<file path="src/rtl/run_ctrl_pkg.sv">
// run_ctrl_pkg: shared types and defaults for the program-run sequencer.
//   state_e        : sequencer states (3-bit encoding)
//   CYC_W_DEF      : default cycle-counter width
//   PC_W_DEF       : default program-counter width
//   PROGn_BASE_DEF : default PC start address of each InstROM program
//   next_prog()    : program index advance with wrap at num_progs-1
package run_ctrl_pkg;

    typedef enum logic [2:0] {
        ST_IDLE = 3'd0,
        ST_ARM  = 3'd1,
        ST_LOAD = 3'd2,
        ST_RUN  = 3'd3,
        ST_DONE = 3'd4
    } state_e;

    localparam int CYC_W_DEF = 16;
    localparam int PC_W_DEF  = 10;

    localparam logic [PC_W_DEF-1:0] PROG0_BASE_DEF = 10'd0;
    localparam logic [PC_W_DEF-1:0] PROG1_BASE_DEF = 10'd256;
    localparam logic [PC_W_DEF-1:0] PROG2_BASE_DEF = 10'd512;
    localparam logic [PC_W_DEF-1:0] PROG3_BASE_DEF = 10'd768;

    // With num_progs = 1 the index is always at the last program, so it
    // stays pinned at 0.
    function automatic logic [1:0] next_prog(input logic [1:0] idx, input int num_progs);
        if (int'(idx) >= num_progs - 1) begin
            return 2'd0;
        end
        return idx + 2'd1;
    endfunction

endpackage

</file>
<file path="src/rtl/run_ctrl_sat_counter.sv">
// sat_counter: W-bit up-counter that sticks at all-ones instead of wrapping.
//   Clk   : clock, posedge
//   Reset : synchronous active-high reset, count -> 0
//   Clr   : synchronous clear, wins over En
//   En    : count up by one (ignored once at all-ones)
//   Count : current count
//   AtMax : Count is all-ones
module sat_counter
    import run_ctrl_pkg::*;
#(
    parameter int W = CYC_W_DEF
) (
    input  logic         Clk,
    input  logic         Reset,
    input  logic         Clr,
    input  logic         En,
    output logic [W-1:0] Count,
    output logic         AtMax
);

    logic [W-1:0] count_q;
    logic [W-1:0] count_d;

    assign AtMax = (count_q == {W{1'b1}});
    assign Count = count_q;

    always_comb begin
        count_d = count_q;
        if (Clr) begin
            count_d = '0;
        end else if (En && !AtMax) begin
            count_d = count_q + W'(1);
        end
    end

    always_ff @(posedge Clk) begin
        if (Reset) begin
            count_q <= '0;
        end else begin
            count_q <= count_d;
        end
    end

endmodule

</file>
<file path="src/rtl/run_ctrl.sv">
// run_ctrl: program-run sequencer between the bench Start/Ack handshake and
// the processor core.
//   Clk, Reset : clock (posedge) and synchronous active-high reset
//   Start      : high arms the sequencer, falling level launches a run;
//                high during a run aborts it
//   Halt       : program finished, only looked at while running
//   CoreRun    : core enable, 0 freezes ProgCtr/RegFile/DataMem
//   PCLoad     : one-cycle strobe telling ProgCtr to load PCInit
//   PCInit     : base address of the program selected by ProgIdx
//   Ack        : run complete, held until the next Start
//   TimedOut   : last run was ended by the watchdog rather than Halt
//   ProgIdx    : program to run next / currently running
//   CycleCt    : RUN cycles of the current or last run
//   DbgState   : registered sequencer state for observation
// Handshake: a run is requested by holding Start high for one or more cycles
// and then dropping it; completion is signalled by Ack, which stays high until
// Start is raised again. All outputs are decoded from registered state.
module run_ctrl
    import run_ctrl_pkg::*;
#(
    parameter int              PC_W       = PC_W_DEF,
    parameter int              CYC_W      = CYC_W_DEF,
    parameter int              NUM_PROGS  = 3,
    parameter logic [PC_W-1:0] PROG0_BASE = PC_W'(PROG0_BASE_DEF),
    parameter logic [PC_W-1:0] PROG1_BASE = PC_W'(PROG1_BASE_DEF),
    parameter logic [PC_W-1:0] PROG2_BASE = PC_W'(PROG2_BASE_DEF),
    parameter logic [PC_W-1:0] PROG3_BASE = PC_W'(PROG3_BASE_DEF),
    parameter logic [CYC_W-1:0] TIMEOUT   = {CYC_W{1'b1}}
) (
    input  logic             Clk,
    input  logic             Reset,
    input  logic             Start,
    input  logic             Halt,
    output logic             CoreRun,
    output logic             PCLoad,
    output logic [PC_W-1:0]  PCInit,
    output logic             Ack,
    output logic             TimedOut,
    output logic [1:0]       ProgIdx,
    output logic [CYC_W-1:0] CycleCt,
    output state_e           DbgState
);

    state_e           state_q, state_d;
    logic [1:0]       prog_idx_q, prog_idx_d;
    logic             timed_out_q, timed_out_d;
    logic [CYC_W-1:0] cyc_count;
    logic             cyc_at_max;
    logic             cyc_clr;
    logic             cyc_en;
    logic             wd_fire;

    // The counter stops at TIMEOUT while running, so it never passes it;
    // AtMax only matters when TIMEOUT itself is all-ones.
    assign wd_fire = (cyc_count == TIMEOUT) || cyc_at_max;

    always_comb begin
        state_d     = state_q;
        prog_idx_d  = prog_idx_q;
        timed_out_d = timed_out_q;
        case (state_q)
            ST_IDLE: begin
                if (Start) state_d = ST_ARM;
            end
            ST_ARM: begin
                if (!Start) state_d = ST_LOAD;
            end
            ST_LOAD: begin
                state_d = ST_RUN;
            end
            ST_RUN: begin
                // Priority: abort by Start, then Halt, then watchdog.
                if (Start) begin
                    state_d = ST_ARM;
                end else if (Halt) begin
                    state_d    = ST_DONE;
                    prog_idx_d = next_prog(prog_idx_q, NUM_PROGS);
                end else if (wd_fire) begin
                    state_d     = ST_DONE;
                    timed_out_d = 1'b1;
                    prog_idx_d  = next_prog(prog_idx_q, NUM_PROGS);
                end
            end
            ST_DONE: begin
                if (Start) state_d = ST_ARM;
            end
            default: begin
                state_d = ST_IDLE;
            end
        endcase
        // Entering ARM starts a fresh run record.
        if (state_d == ST_ARM) begin
            timed_out_d = 1'b0;
        end
    end

    // Clearing on entry to ARM means CycleCt already reads 0 throughout ARM.
    assign cyc_clr = (state_d == ST_ARM);
    // The watchdog cycle itself does not count, freezing CycleCt at TIMEOUT.
    assign cyc_en  = (state_q == ST_RUN) && !wd_fire;

    sat_counter #(
        .W (CYC_W)
    ) u_cyc_ctr (
        .Clk   (Clk),
        .Reset (Reset),
        .Clr   (cyc_clr),
        .En    (cyc_en),
        .Count (cyc_count),
        .AtMax (cyc_at_max)
    );

    always_ff @(posedge Clk) begin
        if (Reset) begin
            state_q     <= ST_IDLE;
            prog_idx_q  <= 2'd0;
            timed_out_q <= 1'b0;
        end else begin
            state_q     <= state_d;
            prog_idx_q  <= prog_idx_d;
            timed_out_q <= timed_out_d;
        end
    end

    always_comb begin
        PCInit = PROG0_BASE;
        case (prog_idx_q)
            2'd0: PCInit = PROG0_BASE;
            2'd1: PCInit = PROG1_BASE;
            2'd2: PCInit = PROG2_BASE;
            2'd3: PCInit = PROG3_BASE;
            default: PCInit = PROG0_BASE;
        endcase
    end

    assign CoreRun  = (state_q == ST_RUN);
    assign PCLoad   = (state_q == ST_LOAD);
    assign Ack      = (state_q == ST_DONE);
    assign TimedOut = timed_out_q;
    assign ProgIdx  = prog_idx_q;
    assign CycleCt  = cyc_count;
    assign DbgState = state_q;

endmodule

</file>
<file path="config.mk">
export PLATFORM = sky130hd
export DESIGN_NAME = run_ctrl
export DESIGN_NICKNAME = d
export VERILOG_FILES = /design/src/rtl/run_ctrl_pkg.sv /design/src/rtl/run_ctrl_sat_counter.sv /design/src/rtl/run_ctrl.sv
export SDC_FILE = /design/constraint.sdc
export NUM_CORES = 1
export LEC_CHECK = 0
export ABC_AREA = 1
export BUFFER_PORTS_ARGS = -buffer_cell sky130_fd_sc_hd__clkbuf_2
export CORE_UTILIZATION = 30
export DETAILED_ROUTE_END_ITERATION = 6
export PLACE_DENSITY = 0.62
export REMOVE_ABC_BUFFERS = 1
export SLEW_MARGIN = 20
export SYNTH_ARGS = -nofsm -noshare
export SYNTH_HDL_FRONTEND = slang
export SYNTH_SLANG_ARGS = --single-unit
</file>
<file path="constraint.sdc">
create_clock -name Clk -period 1.7 [get_ports Clk]
set_input_delay 0.34 -clock Clk [delete_from_list [all_inputs] [get_ports Clk]]
set_output_delay 0.34 -clock Clk [all_outputs]
set_load 0.01 [all_outputs]
</file>
==> results of run 1 <==
what timing repair did:
action / CTS / global route
buffers inserted: 0 / 0
setup endpoints to repair: 0 / 17
resized for setup: 0 / 13
hold buffers: 0 / 0
synthesized netlist by cell type, drive strengths merged:
cell type,number
ha,1
xnor2,2
buf,11
nor2,56
o21ai,12
o21a,1
nand3,5
o21bai,1
a21oi,6
nor3b,1
inv,31
clkbuf,2
conb,1
nor3,2
a31oi,1
nand2,55
xor2,6
dfxtp,22
nand4,4
metrics by stage:
stage	setup WS, ns	util	setup TNS, ns
floorplan	-0.437	-	-4.89
global placement	0.0922	0.384	0
detailed placement	0.0532	0.384	0
CTS	0.0355	0.396	0
global route	0.0215	0.404	0
finish	0.100	0.404	0
power groups by stage:
stage	clock (mW)	sequential (mW)	combinational (mW)
after floorplan	0	0.538	0.0550
after global placement	0	0.536	0.0810
after detailed placement	0	0.537	0.0818
after CTS	0.383	0.524	0.0821
after global routing	0.404	0.526	0.0994
final	0.375	0.525	0.0891
flip-flops by register name (all words and copies together), names as in the netlist:
signal,flops
DbgState,3
ProgIdx,2
TimedOut,1
u_cyc_ctr.Count,16
critical path: cells and delay by family (launching register included):
family,cells,cell delay (ns)
compound gates,1,0.12
fa+ha+maj,1,0.20
buf+inv,3,0.41
flops,1,0.33
simple gates,6,0.43
final timing paths:
kind	slack, ns	cells after the start	end	startpoint
worst min register to register	0.52	2	TimedOut	TimedOut
worst max-delay path	0.1	11	u_cyc_ctr.Count[15]	u_cyc_ctr.Count[0]
worst min-delay path	0.29	2	DbgState[1]	Reset
worst max register to register	0.1	11	u_cyc_ctr.Count[15]	u_cyc_ctr.Count[0]
final cells by class:
class,instances,area (um2)
sequential,22,448
multi-input combinational,161,815
tap,52,65.1
clock buffer,4,55.1
inverter,31,116
timing repair buffer,51,309
fill,471,2670
layer usage:
metal	GRT usage	vias to the layer above	part of all wire
met5	0	-	0
met4	0.0400	0	0.015
met3	0.0299	4	0.036
met2	0.243	37	0.47
met1	0.171	624	0.48
li1	-	752	-
layout by cell type, fill, tap and decap left out, drive strengths merged:
master / netlist / final
dfxtp: 22 / 22
nand2: 55 / 55
o21a: 1 / 1
ha: 1 / 1
xnor2: 2 / 2
nor3: 2 / 2
a21oi: 6 / 6
inv: 31 / 31
nand4: 4 / 4
o21bai: 1 / 1
a31oi: 1 / 1
o21ai: 12 / 12
conb: 1 / 8
nand3: 5 / 5
clkbuf: 2 / 34
nor2: 56 / 56
xor2: 6 / 6
nor3b: 1 / 1
buf: 11 / 21
cell families (layout without fill, tap and decap cells):
kind of cell	count (synthesis)	count (layout)	synth area share
adders and majority gates	1	1	0.00875
and+or+nand+nor	123	123	0.396
other	1	8	0.00262
buffers and inverters	44	86	0.155
AOI/OAI and AO/OA	21	21	0.0805
DFF	22	22	0.308
xor gates and xnor gates	8	8	0.0490
==> flow_metrics.tcl, run 1 <==
set metrics [dict create \
    worstPathCellList "ha_1 > inv_1 > nor2_4 > nand2_2 > nor2_4 > nor2_2 > buf_6 > buf_4 > nor2_1 > a21oi_1 > nor2_1" \
    grt_pass1_vias 1337 \
    rows 24 \
    globalplace.congestion 0.849 \
    synth_top_area_cell "dfxtp_1" \
    postSynthAreaPerCell_um2 6.50 \
    core_um2 4470 \
    final-setup-viol-count 0 \
    grt_pass1_wl_mm 5.59 \
    nNetsFinal 275 \
    p_total_mw 0.989 \
    yosys-top-cells-area "dfxtp_1, nand2_1, nor2_1" \
    drt_first_pass_iters 6 \
    start_util 0.320 \
    p_int_mw 0.753 \
    violations "design-rule violations" \
    hold_class "input pin to flip-flop" \
    cts.path.max_buffers 2 \
    grt_setup_unrepaired "false" \
    p_leak_nw 0.819 \
    grt_max_degree 18 \
    clock_latency_ns 0.26 \
    slowest_stage "dfxtp_2" \
    num_vias 1417 \
    ys_seq_area_frac 0.308 \
    wl_per_cell_um 10.5 \
    setup.worst_path.class "flip-flop to flip-flop" \
    cts_made_buffers 3 \
    power.switching_mw 0.237 \
    netlist_instances 220 \
    worstPathArrival_ns 1.76 \
    synth_cell_types 27 \
    die_y_um 71.0 \
    drcViolationCount 4 \
    grt_usage 0.139 \
    cp.required_ns 1.86 \
    final_hold_viol_count 0 \
    port_buffers 30 \
    cts_tree "done" \
    maxSlewViolCount 0 \
    fin_crit_sh 0.941 \
    power_density_nw_per_um2 547 \
    grt-ovfl-total 0 \
    diodes 0 \
    power_switching_share 0.239 \
    ys_warn_count 0 \
    yosysTopAreaCellShare 0.308 \
    drt-total-wl_mm 3.39 \
    clock_sinks 22 \
    final_area_um2 1810 \
    period_needed_ns 1.60 \
    antenna_left 0 \
    hold_ws_ns 0.285 \
    clockPowerShare 0.379 \
    status "finished with violations" \
    drtIter0Drc 48 \
    die_w_um 71.0 \
    share_comb_of_total_power 0.090 \
    cts_root_buf "clkbuf_8" \
    syn_area_um2 1430 \
    power_frac_seq 0.531 \
    ys_ff_latch 22 \
    max_stage_delay_ns 0.33 \
    h-tree-depth 1 \
    max-cap-violations 0 \
    finalClockSkew_ns 0.00636 \
    path_max_fanout 7 \
    drive_gt1_frac 0.327 \
    ioPinCount 39 \
    dieArea_um2 5050 \
    dp_cells 316 \
    vias_per_cell 4.41 \
    fin_cells 321 \
    max_freq_mhz 625 \
    area_delta_synth_final_pct 26.4 \
    place_area_um2 1720 \
    ir_drop_mv 0.322 \
    antenna_found_initial 0 \
    clk_pin_slew_ns 0.08 \
    critPathLaunchType "flip-flop" \
    place_hpwl_mm 2.66 \
    crit_path_end_kind "flip-flop" \
]
Note: power is estimated with default switching activity, not from simulation.
==> inputs of run 2 (changes only) <==
--- a/config.mk
+++ b/config.mk
@@ -7,10 +7,9 @@
 export LEC_CHECK = 0
 export ABC_AREA = 1
 export BUFFER_PORTS_ARGS = -buffer_cell sky130_fd_sc_hd__clkbuf_2
-export CORE_UTILIZATION = 30
+export CORE_UTILIZATION = 47
 export DETAILED_ROUTE_END_ITERATION = 6
-export PLACE_DENSITY = 0.62
-export REMOVE_ABC_BUFFERS = 1
+export PLACE_DENSITY = 0.86
 export SLEW_MARGIN = 20
 export SYNTH_ARGS = -nofsm -noshare
 export SYNTH_HDL_FRONTEND = slang
==> run 2 against run 1 <==
Net effect: the flow still finishes with violations (design-rule violations); clock skew grew 0.0018 ns; wire length fell by 8.9%; setup slack better by 0.017 ns; clock power is 38% lower; first-iteration DRC count rose by 50%; global-route usage rose by 7.1 points; critical endpoint is now u_cyc_ctr.Count[2].
==> flow_metrics.tcl, run 2 (synthesis gave the netlist of run 1 again) <==
set metrics [dict create \
    num_vias 1394 \
    power_frac_seq 0.619 \
    grt_usage 0.210 \
    path_max_fanout 17 \
    wl_per_cell_um 10.5 \
    cts_setup_buffers 0 \
    dieArea_um2 3270 \
    critPathLaunchType "flip-flop" \
    period_needed_ns 1.58 \
    drt-total-wl_mm 3.09 \
    cts_root_buf "clkbuf_4" \
    cp_top_family "simple AND/OR/NAND/NOR gates" \
    core_um2 2830 \
    use_met1 0.275 \
    hold_class "input pin to flip-flop" \
    use_met3 0.0385 \
    max_stage_delay_ns 0.35 \
    final_common_cell "nand2_1" \
    die_y_um 57.2 \
    clockPowerShare 0.274 \
    area_delta_synth_final_pct 19.6 \
    drt_first_pass_iters 6 \
    max-cap-violations 0 \
    timing.final.ws_setup_ns 0.117 \
    power_density_nw_per_um2 494 \
    nFillCells 260 \
    share_comb_of_total_power 0.107 \
    final_hold_viol_count 0 \
    grt_max_degree 22 \
    met2_usage 0.341 \
    die_w_um 57.2 \
    post-place-ws_ns 0.0857 \
    violations "design-rule violations" \
    drive_gt1_frac 0.302 \
    clock_latency_ns 0.30 \
    layout_common_cells "nand2_1, nor2_1, inv_1, clkbuf_2, dfxtp_1" \
    p_total_mw 0.845 \
    ioPinCount 39 \
    cp.required_ns 1.94 \
    largest_register_ffs 16 \
    p_leak_nw 0.774 \
    maxSlewViolCount 0 \
    drcViolationCount 6 \
    nNetsFinal 269 \
    grt-ovfl-total 0 \
    drtIter0Drc 72 \
    status "finished with violations" \
    final-setup-viol-count 0 \
    start_util 0.506 \
    power_switching_share 0.255 \
    setup.worst_path.class "flip-flop to flip-flop" \
    worstPathCellList "ha_1 > inv_1 > nor2_4 > nand2_2 > nor2_4 > nor2_1 > nand2_1 > nand2_1 > nand2_2 > nand2_8 > nor2_1" \
    worstPathArrival_ns 1.82 \
    cts.path.max_buffers 2 \
    finalClockSkew_ns 0.00820 \
    power.switching_mw 0.216 \
    clk_pin_slew_ns 0.11 \
    cts_tree "done" \
    path_buf_inv 1 \
    crit_path_end_kind "flip-flop" \
    p_int_mw 0.630 \
    vias_per_cell 4.76 \
    tns_ns 0 \
    h-tree-depth 1 \
    clock_sinks 22 \
    max_freq_mhz 632 \
    cts_made_buffers 3 \
    diodes 0 \
    grt_pass1_vias 1241 \
    busiest_layer "met2" \
    antenna_found_initial 0 \
    place_hpwl_mm 2.41 \
    grt_pass1_wl_mm 5.37 \
    fin_crit_sh 0.931 \
    antenna_left 0 \
    hold_ws_ns 0.235 \
    rows 19 \
    port_buffers 30 \
    slowest_stage "dfxtp_2" \
    globalplace.congestion 0.834 \
    ir_drop_mv 0.361 \
]
[run 2: cell types whose count changed in the layout (fill, tap and decap cells not counted), sizes merged]
cell and delta:
clkbuf -1, buf -6
[run 2: path summary, 6_finish.rpt]
path	start	to	slack [ns]	cells past startpoint
max	u_cyc_ctr.Count[1]	u_cyc_ctr.Count[2]	0.12	11
min	Reset	DbgState[2]	0.24	2
min reg2reg	TimedOut	TimedOut	0.51	2
max reg2reg	u_cyc_ctr.Count[1]	u_cyc_ctr.Count[2]	0.12	11
[run 2: timing repair]
| item | in CTS | in global routing |
|---|---|---|
| resized for setup | 0 | 10 |
| setup endpoints to repair | 0 | 17 |
| hold buffers | 0 | 0 |
[run 2: worst reg2reg max path: stages, from the launching register on]
cell and delay [ns]:
dfxtp_2 0.35, ha_1 0.16, inv_1 0.08, nor2_4 0.12, nand2_2 0.09, nor2_4 0.16, nor2_1 0.06, nand2_1 0.07
nand2_1 0.08, nand2_2 0.12, nand2_8 0.13, nor2_1 0.11
[run 2: through the flow]
stage                      util  std cells  instance area (um2)
final                     0.605        293                 1710
after global routing      0.605        293                 1710
after CTS                 0.597        293                 1690
after detailed placement  0.589        290                 1670
after global placement    0.589        290                 1670
after floorplan               -        227                 1460
[run 2: layer usage]
| layer | vias to the layer above | part of all wire |
|---|---|---|
| li1 | 742 | - |
| met2 | 30 | 0.48 |
| met4 | 0 | 0.0062 |
| met3 | 2 | 0.036 |
| met5 | - | 0 |
| met1 | 620 | 0.48 |
[run 2: cell type report]
type | count | area, um2 | share of cell area
clock buffers | 3 | 22.5 | 0.0132
flip-flops and latches | 22 | 447 | 0.261
repair buffers | 45 | 275 | 0.161
well taps | 31 | 38.8 | 0.0227
multi-input cells | 161 | 811 | 0.474
inverters | 31 | 116 | 0.0680
[run 2: power by group through the flow]
stage,combinational (mW),clock (mW),sequential (mW)
2_1_floorplan,0.0786,0,0.538
3_3_place_gp,0.0832,0,0.535
3_5_place_dp,0.0852,0,0.535
4_1_cts,0.0854,0.241,0.523
5_1_grt,0.0999,0.268,0.524
6_report,0.0903,0.232,0.523
==> inputs of run 3 (changes only) <==
--- a/config.mk
+++ b/config.mk
@@ -7,9 +7,12 @@
 export LEC_CHECK = 0
 export ABC_AREA = 1
 export BUFFER_PORTS_ARGS = -buffer_cell sky130_fd_sc_hd__clkbuf_2
+export CAP_MARGIN = 20
 export CORE_UTILIZATION = 47
+export CTS_BUF_LIST = sky130_fd_sc_hd__clkbuf_16
 export DETAILED_ROUTE_END_ITERATION = 6
 export PLACE_DENSITY = 0.86
+export RECOVER_POWER = 100
 export SLEW_MARGIN = 20
 export SYNTH_ARGS = -nofsm -noshare
 export SYNTH_HDL_FRONTEND = slang
==> run 3 against run 2 <==
Net effect: the run still ends with design-rule violations left; clock power increased by 110%; final area decreased by 0.15%; first-iteration DRC count increased by 13%; critical path type unchanged; sequential power about the same; setup slack got worse by 0.0032 ns; critical endpoint is now u_cyc_ctr.Count[5]; largest power group unchanged.
==> flow_metrics.tcl, run 3 (synthesis gave the netlist of run 1 again) <==
set metrics [dict create \
    status "finished with violations" \
    violations "design-rule violations" \
    h-tree-depth 1 \
    fin_crit_sh 0.933 \
    min_from "Reset" \
    layout_common_cells "nand2_1, nor2_1, inv_1" \
    vias_per_cell 4.92 \
    drtIter0Drc 81 \
    num_vias 1441 \
    largest_register_ffs 16 \
    die_w_um 57.2 \
    die_y_um 57.2 \
    regToRegSetupSlack_ns 0.11 \
    globalplace.congestion 0.834 \
    drt-total-wl_mm 3.22 \
    grt_usage 0.215 \
    ir_drop_mv 0.377 \
    rows 19 \
    antenna_left 0 \
    maxSlewViolCount 0 \
    fin_cells 293 \
    antenna_found_initial 0 \
    clock_sinks 22 \
    timing.final.ws_setup_ns 0.114 \
    grt_max_degree 22 \
    p_leak_nw 0.703 \
    final_common_cell "nand2_1" \
    clock_latency_ns 0.25 \
    clk_pin_slew_ns 0.06 \
    max_freq_mhz 631 \
    port_buffers 30 \
    dieArea_um2 3270 \
    crit_start "u_cyc_ctr.Count[13]" \
    drcViolationCount 6 \
    power_density_nw_per_um2 645 \
    post-place-ws_ns 0.0857 \
    worstPathArrival_ns 1.73 \
    nNetsFinal 269 \
    setup.worst_path.class "flip-flop to flip-flop" \
    grt-ovfl-total 0 \
    crit_path_end_kind "flip-flop" \
    dp_cells 290 \
    diodes 0 \
    r2r_start "u_cyc_ctr.Count[13]" \
    grt_pass1_vias 1249 \
    final_hold_viol_count 0 \
    final-setup-viol-count 0 \
    p_total_mw 1.10 \
    cts_tree "done" \
    area_delta_synth_final_pct 19.4 \
    cp.required_ns 1.84 \
    cts_root_buf "clkbuf_16" \
    grt_pass1_wl_mm 5.50 \
    max-cap-violations 0 \
    cts_setup_buffers 0 \
    hold_class "input pin to flip-flop" \
    wl_per_cell_um 11.0 \
    start_util 0.506 \
    cts_made_buffers 3 \
    postCtsHoldBufs 0 \
    place_hpwl_mm 2.41 \
    cts.path.max_buffers 2 \
    drive_gt1_frac 0.195 \
    period_needed_ns 1.59 \
    drt_first_pass_iters 7 \
    path_max_fanout 21 \
    core_um2 2830 \
    ioPinCount 39 \
    finalClockSkew_ns 0.00224 \
    critPathLaunchType "flip-flop" \
]
[run 3: changes by cell type in the layout (fill, tap and decap cells not counted), sizes merged]
cell / previous run / this run
buf: 15 / 8
clkbuf: 33 / 40
clkinvlp: 0 / 1
inv: 31 / 30
[run 3: per-stage QoR]
stage                     TNS, ns   util  hold slack, ns  area (um2)
final                           0  0.604           0.291        1710
after global routing      -0.0186  0.604           0.297        1710
after CTS                       0  0.616           0.294        1740
after detailed placement        0  0.589           0.479        1670
after global placement          0  0.589           0.492        1670
after floorplan                 0      -           0.409        1460
[run 3: path summary, 6_finish.rpt]
| path | end | depth (start not counted) |
|---|---|---|
| min | DbgState[2] | 2 |
| min reg2reg | TimedOut | 2 |
| max | u_cyc_ctr.Count[5] | 9 |
| max reg2reg | u_cyc_ctr.Count[5] | 9 |
[run 3: critical path, stage by stage (launching register included)]
cell     delay [ns]
dfxtp_1        0.39
nand2_1        0.12
nor2_2         0.15
nand2_2        0.10
nor2_4         0.16
nor2_2         0.06
buf_12         0.15
nand2_1        0.08
xor2_1         0.19
nor2_1         0.07
[run 3: layer usage]
layer	vias up	wire length, um	global-route usage
li1	740	-	-
met1	643	1490	0.285
met2	51	1490	0.348
met3	7	178	0.0385
met4	0	57	0.0836
met5	-	0	0
[run 3: area by class of cell]
type | count | area, um2
Inverter | 31 | 120
Timing Repair Buffer | 45 | 226
Multi-Input combinational cell | 161 | 806
Fill cell | 269 | 1120
Sequential cell | 22 | 442
Tap cell | 31 | 38.8
Clock buffer | 3 | 75.1
[run 3: power by group]
group	switching, mW	internal (mW)
logic	0.0619	0.0256
clock network	0.180	0.311
registers	0.00365	0.520
total	0.245	0.856
[run 3: what timing repair did]
| action | 4_1_cts | 5_1_grt |
|---|---|---|
| endpoints found under the setup margin | 0 | 17 |
| resized for setup | 0 | 9 |
| hold endpoints to repair | 0 | 0 |
